===== src/rtl/proto_pkg.sv =====
// rtl/proto_pkg.sv - opcodes and sequencer state encodings shared by exec_wb_unit and alu8
package proto_pkg;

  localparam logic [3:0] OP_NOP = 4'd0;
  localparam logic [3:0] OP_ADD = 4'd1;
  localparam logic [3:0] OP_SUB = 4'd2;
  localparam logic [3:0] OP_AND = 4'd3;
  localparam logic [3:0] OP_OR  = 4'd4;
  localparam logic [3:0] OP_XOR = 4'd5;
  localparam logic [3:0] OP_SHL = 4'd6;
  localparam logic [3:0] OP_SHR = 4'd7;
  localparam logic [3:0] OP_MOV = 4'd8;
  localparam logic [3:0] OP_LDI = 4'd9;
  localparam logic [3:0] OP_MUL = 4'd10;

  typedef enum logic [2:0] {
    S_IDLE = 3'd0,
    S_READ = 3'd1,
    S_EXEC = 3'd2,
    S_MUL  = 3'd3,
    S_WB   = 3'd4
  } state_t;

  // Codes above OP_MUL and OP_NOP itself retire without a register write.
  function automatic logic op_writes(input logic [3:0] op);
    return (op >= OP_ADD) && (op <= OP_MUL);
  endfunction

  // MOV and LDI leave the carry flag as it was.
  function automatic logic op_keeps_carry(input logic [3:0] op);
    return (op == OP_MOV) || (op == OP_LDI);
  endfunction

endpackage


===== src/rtl/alu8.sv =====
// rtl/alu8.sv - combinational ALU for all single-cycle ops
//   op     : opcode
//   a, b   : operands (b carries the immediate for LDI)
//   shamt  : shift amount for SHL/SHR
//   result : truncated result
//   carry  : carry / borrow / last bit shifted out (0 where not meaningful)
module alu8
  import proto_pkg::*;
#(
  parameter int W = 8
) (
  input  logic [3:0]   op,
  input  logic [W-1:0] a,
  input  logic [W-1:0] b,
  input  logic [2:0]   shamt,
  output logic [W-1:0] result,
  output logic         carry
);

  logic [W:0] wide;

  always_comb begin
    result = '0;
    carry  = 1'b0;
    wide   = '0;
    case (op)
      OP_ADD: begin
        wide   = {1'b0, a} + {1'b0, b};
        result = wide[W-1:0];
        carry  = wide[W];
      end
      OP_SUB: begin
        // Bit W of the extended difference is the unsigned borrow.
        wide   = {1'b0, a} - {1'b0, b};
        result = wide[W-1:0];
        carry  = wide[W];
      end
      OP_AND: result = a & b;
      OP_OR:  result = a | b;
      OP_XOR: result = a ^ b;
      OP_SHL: begin
        // The guard bit above the MSB catches the last bit pushed out.
        wide   = {1'b0, a} << shamt;
        result = wide[W-1:0];
        carry  = wide[W];
      end
      OP_SHR: begin
        // The guard bit below the LSB catches the last bit pushed out.
        wide   = {a, 1'b0} >> shamt;
        result = wide[W:1];
        carry  = wide[0];
      end
      OP_MOV: result = a;
      OP_LDI: result = b;
      default: begin
        result = '0;
        carry  = 1'b0;
      end
    endcase
  end

endmodule


===== src/rtl/exec_wb_unit.sv =====
// rtl/exec_wb_unit.sv - multi-cycle execute/write-back sequencer in front of reg_file
//   clk, rst               : clock, synchronous active-high reset
//   in_valid / in_ready    : instruction handshake (ready only in IDLE)
//   op, rd, rs1, rs2, imm  : decoded instruction fields, latched on accept
//   ra, rb / read_a, read_b: operand read port to reg_file
//   wa, wd, we             : write-back port to reg_file
//   flag_z, flag_c         : zero and carry flags, committed at write-back
//   done                   : one-cycle retire pulse
//   busy                   : sequencer not in IDLE
module exec_wb_unit
  import proto_pkg::*;
#(
  parameter int DATA_W = 8,
  parameter int ADDR_W = 4
) (
  input  logic              clk,
  input  logic              rst,
  input  logic              in_valid,
  output logic              in_ready,
  input  logic [3:0]        op,
  input  logic [ADDR_W-1:0] rd,
  input  logic [ADDR_W-1:0] rs1,
  input  logic [ADDR_W-1:0] rs2,
  input  logic [DATA_W-1:0] imm,
  output logic [ADDR_W-1:0] ra,
  output logic [ADDR_W-1:0] rb,
  input  logic [DATA_W-1:0] read_a,
  input  logic [DATA_W-1:0] read_b,
  output logic [ADDR_W-1:0] wa,
  output logic [DATA_W-1:0] wd,
  output logic              we,
  output logic              flag_z,
  output logic              flag_c,
  output logic              done,
  output logic              busy
);

  localparam int CNT_W = $clog2(DATA_W) + 1;

  state_t              state_q, state_d;

  logic [3:0]          op_q;
  logic [ADDR_W-1:0]   rd_q, rs1_q, rs2_q;
  logic [DATA_W-1:0]   imm_q;
  logic [DATA_W-1:0]   opa_q, opb_q;
  logic [DATA_W-1:0]   result_q;
  logic                z_pend_q, c_pend_q;
  logic                flag_z_q, flag_c_q;

  logic [2*DATA_W-1:0] acc_q, mcand_q;
  logic [DATA_W-1:0]   mplier_q;
  logic [CNT_W-1:0]    cnt_q;

  logic [DATA_W-1:0]   alu_b;
  logic [DATA_W-1:0]   alu_res;
  logic                alu_c;
  logic                mul_last;

  // LDI routes its immediate through the ALU's b input.
  assign alu_b    = (op_q == OP_LDI) ? imm_q : opb_q;
  // After DATA_W shift-add steps one extra MUL cycle latches result and flags.
  assign mul_last = (cnt_q == CNT_W'(DATA_W));

  alu8 #(.W(DATA_W)) u_alu (
    .op     (op_q),
    .a      (opa_q),
    .b      (alu_b),
    .shamt  (imm_q[2:0]),
    .result (alu_res),
    .carry  (alu_c)
  );

  always_ff @(posedge clk) begin
    if (rst) begin
      state_q <= S_IDLE;
    end else begin
      state_q <= state_d;
    end
  end

  always_comb begin
    state_d = state_q;
    case (state_q)
      S_IDLE: if (in_valid) state_d = S_READ;
      S_READ: state_d = (op_q == OP_MUL) ? S_MUL : S_EXEC;
      S_EXEC: state_d = op_writes(op_q) ? S_WB : S_IDLE;
      S_MUL:  if (mul_last) state_d = S_WB;
      S_WB:   state_d = S_IDLE;
      default: state_d = S_IDLE;
    endcase
  end

  always_comb begin
    in_ready = 1'b0;
    we       = 1'b0;
    done     = 1'b0;
    busy     = (state_q != S_IDLE);
    if (!rst) begin
      in_ready = (state_q == S_IDLE);
      we       = (state_q == S_WB);
      done     = (state_q == S_WB) || ((state_q == S_EXEC) && !op_writes(op_q));
    end
  end

  always_ff @(posedge clk) begin
    if (rst) begin
      op_q     <= OP_NOP;
      rd_q     <= '0;
      rs1_q    <= '0;
      rs2_q    <= '0;
      imm_q    <= '0;
      opa_q    <= '0;
      opb_q    <= '0;
      result_q <= '0;
      z_pend_q <= 1'b0;
      c_pend_q <= 1'b0;
      flag_z_q <= 1'b0;
      flag_c_q <= 1'b0;
      acc_q    <= '0;
      mcand_q  <= '0;
      mplier_q <= '0;
      cnt_q    <= '0;
    end else begin
      case (state_q)
        S_IDLE: begin
          if (in_valid) begin
            op_q  <= op;
            rd_q  <= rd;
            rs1_q <= rs1;
            rs2_q <= rs2;
            imm_q <= imm;
          end
        end
        S_READ: begin
          // Operands are frozen here, so rd==rs1/rs2 sees the pre-write value.
          opa_q    <= read_a;
          opb_q    <= read_b;
          acc_q    <= '0;
          mcand_q  <= {{DATA_W{1'b0}}, read_a};
          mplier_q <= read_b;
          cnt_q    <= '0;
        end
        S_EXEC: begin
          result_q <= alu_res;
          z_pend_q <= (alu_res == '0);
          c_pend_q <= op_keeps_carry(op_q) ? flag_c_q : alu_c;
        end
        S_MUL: begin
          if (mul_last) begin
            result_q <= acc_q[DATA_W-1:0];
            z_pend_q <= (acc_q[DATA_W-1:0] == '0);
            c_pend_q <= |acc_q[2*DATA_W-1:DATA_W];
          end else begin
            if (mplier_q[0]) begin
              acc_q <= acc_q + mcand_q;
            end
            mcand_q  <= mcand_q << 1;
            mplier_q <= mplier_q >> 1;
            cnt_q    <= cnt_q + 1'b1;
          end
        end
        S_WB: begin
          flag_z_q <= z_pend_q;
          flag_c_q <= c_pend_q;
        end
        default: ;
      endcase
    end
  end

  assign ra     = rs1_q;
  assign rb     = rs2_q;
  assign wa     = rd_q;
  assign wd     = result_q;
  assign flag_z = flag_z_q;
  assign flag_c = flag_c_q;

endmodule


===== config.mk =====
export PLATFORM = sky130hd
export DESIGN_NAME = exec_wb_unit
export DESIGN_NICKNAME = d
export VERILOG_FILES = /design/src/rtl/proto_pkg.sv /design/src/rtl/alu8.sv /design/src/rtl/exec_wb_unit.sv
export SDC_FILE = /design/constraint.sdc
export NUM_CORES = 1
export LEC_CHECK = 0
export ABC_AREA = 1
export CAP_MARGIN = 20
export CORE_UTILIZATION = 45
export DETAILED_ROUTE_END_ITERATION = 16
export DONT_BUFFER_PORTS = 1
export SYNTH_ARGS = -nofsm -noshare
export SYNTH_HDL_FRONTEND = slang
export SYNTH_SLANG_ARGS = --single-unit

===== constraint.sdc =====
create_clock -name clk -period 3.51 [get_ports clk]
set_clock_uncertainty 0.05 [all_clocks]
set_input_delay 0.351 -clock clk [delete_from_list [all_inputs] [get_ports clk]]
set_output_delay 0.351 -clock clk [all_outputs]
set_load 0.05 [all_outputs]

==> results of run 1 <==
[worst min-delay path by stage]
stage,startpoint,end,cells after the start
finish,rst,mcand_q[14],1
global route,rst,acc_q[15],1
CTS,rst,mcand_q[14],1
detailed placement,rst,imm_q[7],1
global placement,rst,imm_q[5],1
floorplan,opb_q[0],opb_q[0],2
[state kept, by name, summed over array words and instances, names as in the netlist, 8 cells and up]
name      count
mcand_q      16
acc_q        16
opa_q         8
opb_q         8
wd            8
imm_q         8
mplier_q      8
[placed cells by master (no fill, tap or decap), types with 4 or more instances in the layout]
master,synthesis,routed
a21oi_1,112,112
a31oi_1,16,16
buf_4,1,8
clkbuf_16,0,9
dfxtp_1,99,99
ha_1,41,41
inv_1,83,83
inv_2,7,7
nand2_1,276,276
nand3_1,86,86
nand3b_1,4,4
nand4_1,11,11
nor2_1,80,80
nor2_2,8,8
nor3_1,6,6
o211ai_1,5,5
o21ai_0,70,70
o21ai_1,8,8
or2_2,7,7
xor2_1,4,4
[worst max-delay path, stage by stage, from the launching register on]
cell,delay (ps)
dfxtp_1,340
inv_2,100
nand2_1,110
nor2_2,380
inv_1,200
nor2_1,170
a21oi_1,100
ha_1,460
inv_1,150
a21oi_1,190
nand2_1,130
a21oi_1,190
a21oi_1,90
nand2_1,60
nand2_1,60
nor2_1,160
nand3_1,100
a21oi_1,120
[per-stage QoR]
| stage | total power (W) | hold WS [ps] | cell area (µm²) | util, % | std cells |
|---|---|---|---|---|---|
| after floorplan | 0.00258 | 375 | 6440 | - | 994 |
| after global placement | 0.00291 | 374 | 6530 | 46.9 | 1142 |
| after detailed placement | 0.00291 | 378 | 6530 | 46.9 | 1142 |
| after CTS | 0.00395 | 1.58 | 6840 | 49.1 | 1159 |
| after global routing | 0.00422 | 2.15 | 6840 | 49.1 | 1159 |
| final | 0.00395 | 14.5 | 6840 | 49.1 | 1159 |
[kinds of logic after synthesis]
logic type      share of synthesized area [%]
fa+ha+maj                                8.89
compound gates                           18.6
flops                                    30.8
xor+xnor                                0.680
simple gates                             32.6
buf+inv                                  8.41
[what timing repair did]
action / CTS / global route
endpoints found under the hold margin: 1 / 0
setup endpoints to repair: 0 / 0
buffers inserted: 0 / 0
hold buffers: 1 / 0
[power groups by stage]
stage | clock (W) | combinational [W] | sequential [W]
2_1_floorplan | 0 | 0.00111 | 0.00147
3_3_place_gp | 0 | 0.00138 | 0.00153
3_5_place_dp | 0 | 0.00138 | 0.00153
4_1_cts | 0.00106 | 0.00139 | 0.00150
5_1_grt | 0.00110 | 0.00159 | 0.00152
6_report | 0.00104 | 0.00140 | 0.00150
[layer usage]
layer / routed length [µm] / global-route usage [%]
met3: 1240 / 6.23
met2: 8530 / 42.2
met4: 469 / 9.88
met5: 0 / 0
met1: 8940 / 35.8
[area by class of cell]
cell class | instances | area, µm²
Inverter | 91 | 344
Clock inverter | 5 | 61.3
Timing Repair Buffer | 9 | 70.1
Fill cell | 1503 | 7090
Sequential cell | 99 | 1980
Tap cell | 180 | 225
Multi-Input combinational cell | 764 | 3920
Clock buffer | 11 | 243
==> run metrics, run 1 <==
status=completed; classification of the worst setup path=register to register; Final Hold Fails=0; H-Tree Depth=3; Layout Nets=between 1k and 1.5k; syn_nets=roughly 1.1k; synthesis-to-layout area growth=6.23%; CTS tree=built; P_sw=roughly 0.0017 W; clock sinks=just under 100; Async S/R FF share, synth=0%; Avg WL per Cell=about 17 µm; Mapped Avg Cell Area=6.48 µm²; Die Ht=between 100 and 150 µm; R2R cell count=17; clk slew on worst S/H paths=70 ps; via density per instance=5.59; Logic pwr share=about 36%; critical path peak fanout=11; Clock Path Buffers=2; switching part of the total power=between 40% and 50%; setup TNS=0 ps; clk_lat worst skew=approximately 360 ps; Root Driver=clkbuf_16; initial antenna violation count=0; number of buffers inserted by port buffering=0; TritonCTS buffer count=9; wirelength, routed=around 19 mm; cell area after synthesis=about 6400 µm²; via count=between 6k and 7k; internal power=approximately 0.0023 W; Worst-Margin Slew=between 900 and 1000 ps; Pre-antenna DRT Iters=5; synthesis-stage register bit count=99; GRT Overall Usage=26.9%; largest net degree at the start of global routing=55; r2r setup slk=roughly 270 ps; CP Launch Type=register; Area contributors post-synth=dfxtp_1 (31%), nand2_1 (16%), a21oi_1 (8.7%), ha_1 (8.0%), nand3_1 (6.7%); chip width=~120 µm; Starting DRT DRC Count=approximately 590; GR Overflow Total=0; share of layout cells above drive strength 1=around 5.4%; DRT antenna net count=0; RSZ-0062 raised after global routing=false; Rows=between 40 and 50; I/O pin total=slightly below 70; Post-Syn Instances=~990; Residual DRC=0; Post-synth EDFFs=0; total die area=about 15000 µm²; Max IR drop VDD=~0.29 mV; post-synth cell types=between 40 and 50; min cycle time layout=3240 ps; warnings from Yosys=0; vias in the first global route=slightly below 6k; CP arrival=approximately 3500 ps; Leakage=between 3 and 4 nW; hold crit path type=input port to register; Final period util=92.2%; first-pass GRT wire length=around 31 mm; top-area cell type share of the netlist area=a little under a third; Placer Congestion=roughly 1; Fmax achieved=just over 300 MHz; ANT cells=0; R2R Path End=z_pend_q; Initial Utilization=a little under half; post-place setup slack=between 300 and 400 ps; Max Cap Viol=0; Reg power frac=roughly two fifths; clock share of power=between 20% and 30%; Crit. End Element=register; Final setup viols=0; Pwr Density=~580 nW/µm²; reg2reg start=op_q[2]; Worst Setup Slack, final=273 ps; Seq/Total Area, Yosys=between 30% and 40%; most frequent cell after synthesis=nand2_1; Top FF cell, synth=dfxtp_1; Req. time, crit path=~3700 ps; core area=about 14000 µm²; Worst Setup EP=z_pend_q; Yosys top cell by area=dfxtp_1; Slew Viols, Final=0; launch point of the worst path=op_q[2]; Max-slew headroom=between 30 and 40%; post-DP HPWL=14.7 mm; top post-synthesis cells by count=nand2_1 (276), a21oi_1 (112), dfxtp_1 (99); PostCTS Resize Cnt=0
(Power assumes the default switching activity.)
==> run 2, diff against run 1 <==
Clock period 3.51 ns to 2.9 ns, I/O delays scaled along.
==> run 2 against run 1 <==
  * Cell area up 4.1%
  * Final cell count rose by 2.0%
  * Routed wire length is 0.18% higher
  * Setup slack got worse by 49 ps
  * Register-to-register slack got worse by 50 ps
  * Critical path depth rose by 2
  * Sequential share of layout area shrank 1.1 points
  * Total power is 26% higher
  * Die area unchanged
==> run metrics, run 2 (synthesis gave the netlist of run 1 again) <==
status=completed (unchanged); synthesis-to-layout area growth=10.6% (was 6.23%); Req. time, crit path=3130 ps (was 3740 ps); Max IR drop VDD=0.413 mV (was 0.291 mV); largest net degree at the start of global routing=51 (was 55); via count=6425 (was 6480); Worst-Margin Slew=792 ps (was 928 ps); Die Ht=122 µm (unchanged); setup TNS=0 ps (unchanged); Multi-input gate area=3990 µm² (was 3920 µm²); Max Cap Viol=0 (unchanged); Worst Setup Slack, final=224 ps (was 273 ps); fill cell count=1446 (was 1503); Max-slew headroom=47.0% (was 38.0%); clk_lat worst skew=350 ps (was 360 ps); vias in the first global route=5906 (was 5954); clock sinks=99 (unchanged); Reg area=1980 µm² (about the same); Layout Nets=1084 (was 1061); CP arrival=2910 ps (was 3470 ps); Leakage=3.22 nW (was 3.09 nW); CTS tree=built (unchanged); hold crit path type=input port to register (unchanged); biggest regs=acc_q: 16 flops, mcand_q: 16 flops (unchanged); CP Launch Type=register (unchanged); number of buffers inserted by port buffering=0 (unchanged); Crit. End Element=register (unchanged); RSZ-0062 raised after global routing=false (unchanged); via density per instance=5.44 (was 5.59); total die area=14800 µm² (unchanged); most frequent cells in the layout=nand2_1 (275), a21oi_1 (108), dfxtp_1 (98) (was nand2_1 (276), a21oi_1 (112), dfxtp_1 (99)); Final Hold Fails=0 (unchanged); min cycle time layout=2680 ps (was 3240 ps); Starting DRT DRC Count=514 (was 588); TritonCTS buffer count=9 (unchanged); Final setup viols=0 (unchanged); first-pass GRT wire length=31.0 mm (was 30.7 mm); core area=13900 µm² (unchanged); GR Overflow Total=0 (unchanged); share of layout cells above drive strength 1=9.78% (was 5.41%); Placed Instance Area=6700 µm² (was 6530 µm²); post-place setup slack=122 ps (was 355 ps); ANT cells=0 (unchanged); H-Tree Depth=3 (unchanged); post-DP HPWL=14.9 mm (was 14.7 mm); chip width=122 µm (unchanged); Fmax achieved=374 MHz (was 309 MHz); Clock Path Buffers=2 (unchanged); commonest non-fill, non-tap cell in the layout=nand2_1 (unchanged); Initial Utilization=46.2% (unchanged); Residual DRC=0 (unchanged); Rows=43 (unchanged); Post-Layout Inst Area=7120 µm² (was 6840 µm²); hold slack=23.6 ps (was 14.5 ps); Final period util=92.3% (was 92.2%); GRT Overall Usage=27.2% (was 26.9%); Avg WL per Cell=16.2 µm (was 16.5 µm); Root Driver=clkbuf_16 (unchanged); initial antenna violation count=0 (unchanged); I/O pin total=69 (unchanged); DRT antenna net count=0 (unchanged); clk slew on worst S/H paths=70 ps (about the same); Placer Congestion=1.00 (about the same); Slew Viols, Final=0 (unchanged); wirelength, routed=19.2 mm (about the same); critical path peak fanout=7 (was 11); Pre-antenna DRT Iters=6 (was 5); Pwr Density=701 nW/µm² (was 577 nW/µm²); Pwr Total=0.00499 W (was 0.00395 W); classification of the worst setup path=register to register (unchanged)
[run 2: cell count changes in the layout (fill, tap and decap cells not counted), moves of 3 or more]
cell     change
buf_4       +22
ha_2         +3
a21oi_1      -4
ha_1         -5
a21oi_2      +4
inv_8        +3
nor2_2       +3
o21ai_0      -4
nor2_1       -4
[run 2: metal layers]
| metal | up-vias | global-route usage, % | share of wire, % |
|---|---|---|---|
| met5 | - | 0 | 0 |
| met4 | 0 | 9.26 | 1.9 |
| met3 | 25 | 5.81 | 6.6 |
| met2 | 188 | 42.6 | 45 |
| met1 | 2921 | 36.8 | 47 |
| li1 | 3291 | - | - |
[run 2: metrics by stage]
step	instances	utilization (%)
2_1_floorplan	994	-
3_3_place_gp	1164	48.0
3_5_place_dp	1164	48.0
4_1_cts	1181	50.5
5_1_grt	1182	51.1
6_report	1182	51.1
[run 2: cell type report]
class | count | area share [%]
Timing Repair Buffer | 32 | 3.60
Clock inverter | 6 | 1.14
Clock buffer | 10 | 3.35
Inverter | 91 | 4.83
Multi-Input combinational cell | 764 | 56.1
Tap cell | 180 | 3.16
Sequential cell | 99 | 27.8
[run 2: what timing repair did]
item                                    in CTS  in global routing
hold buffers                                 1                  0
buffers inserted                             0                  1
resized for setup                            0                 28
endpoints found under the setup margin       0                  8
hold endpoints to repair                    50                  0
[run 2: report_power, final]
group,total [W],switching (W),internal [W]
registers,0.00180,0.000267,0.00154
clock network,0.00129,0.000580,0.000715
logic,0.00189,0.00125,0.000646
[run 2: worst max-delay path: stages, from the launching register on]
cell and delay, ps:
dfxtp_2 340, inv_2 60, nand2_2 60, nor2_4 170
buf_6 150, nand2_1 80, o21ai_2 90, ha_2 210
inv_1 50, fa_2 510, inv_1 40, nand2_1 60
nand2_1 50, nor2_1 80, nand3_1 130, nor2_1 120
nand3_1 80, nor2_1 90, nand3_1 70, a21oi_1 130
[run 2: path summary, 6_finish.rpt]
check | from | endpoint | slack [ps] | cells after the start
setup / recovery | op_q[2] | z_pend_q | 220 | 19
hold reg to reg | mplier_q[7] | mplier_q[7] | 420 | 2
hold / removal | read_b[4] | opb_q[4] | 20 | 2
setup reg to reg | op_q[2] | z_pend_q | 220 | 19
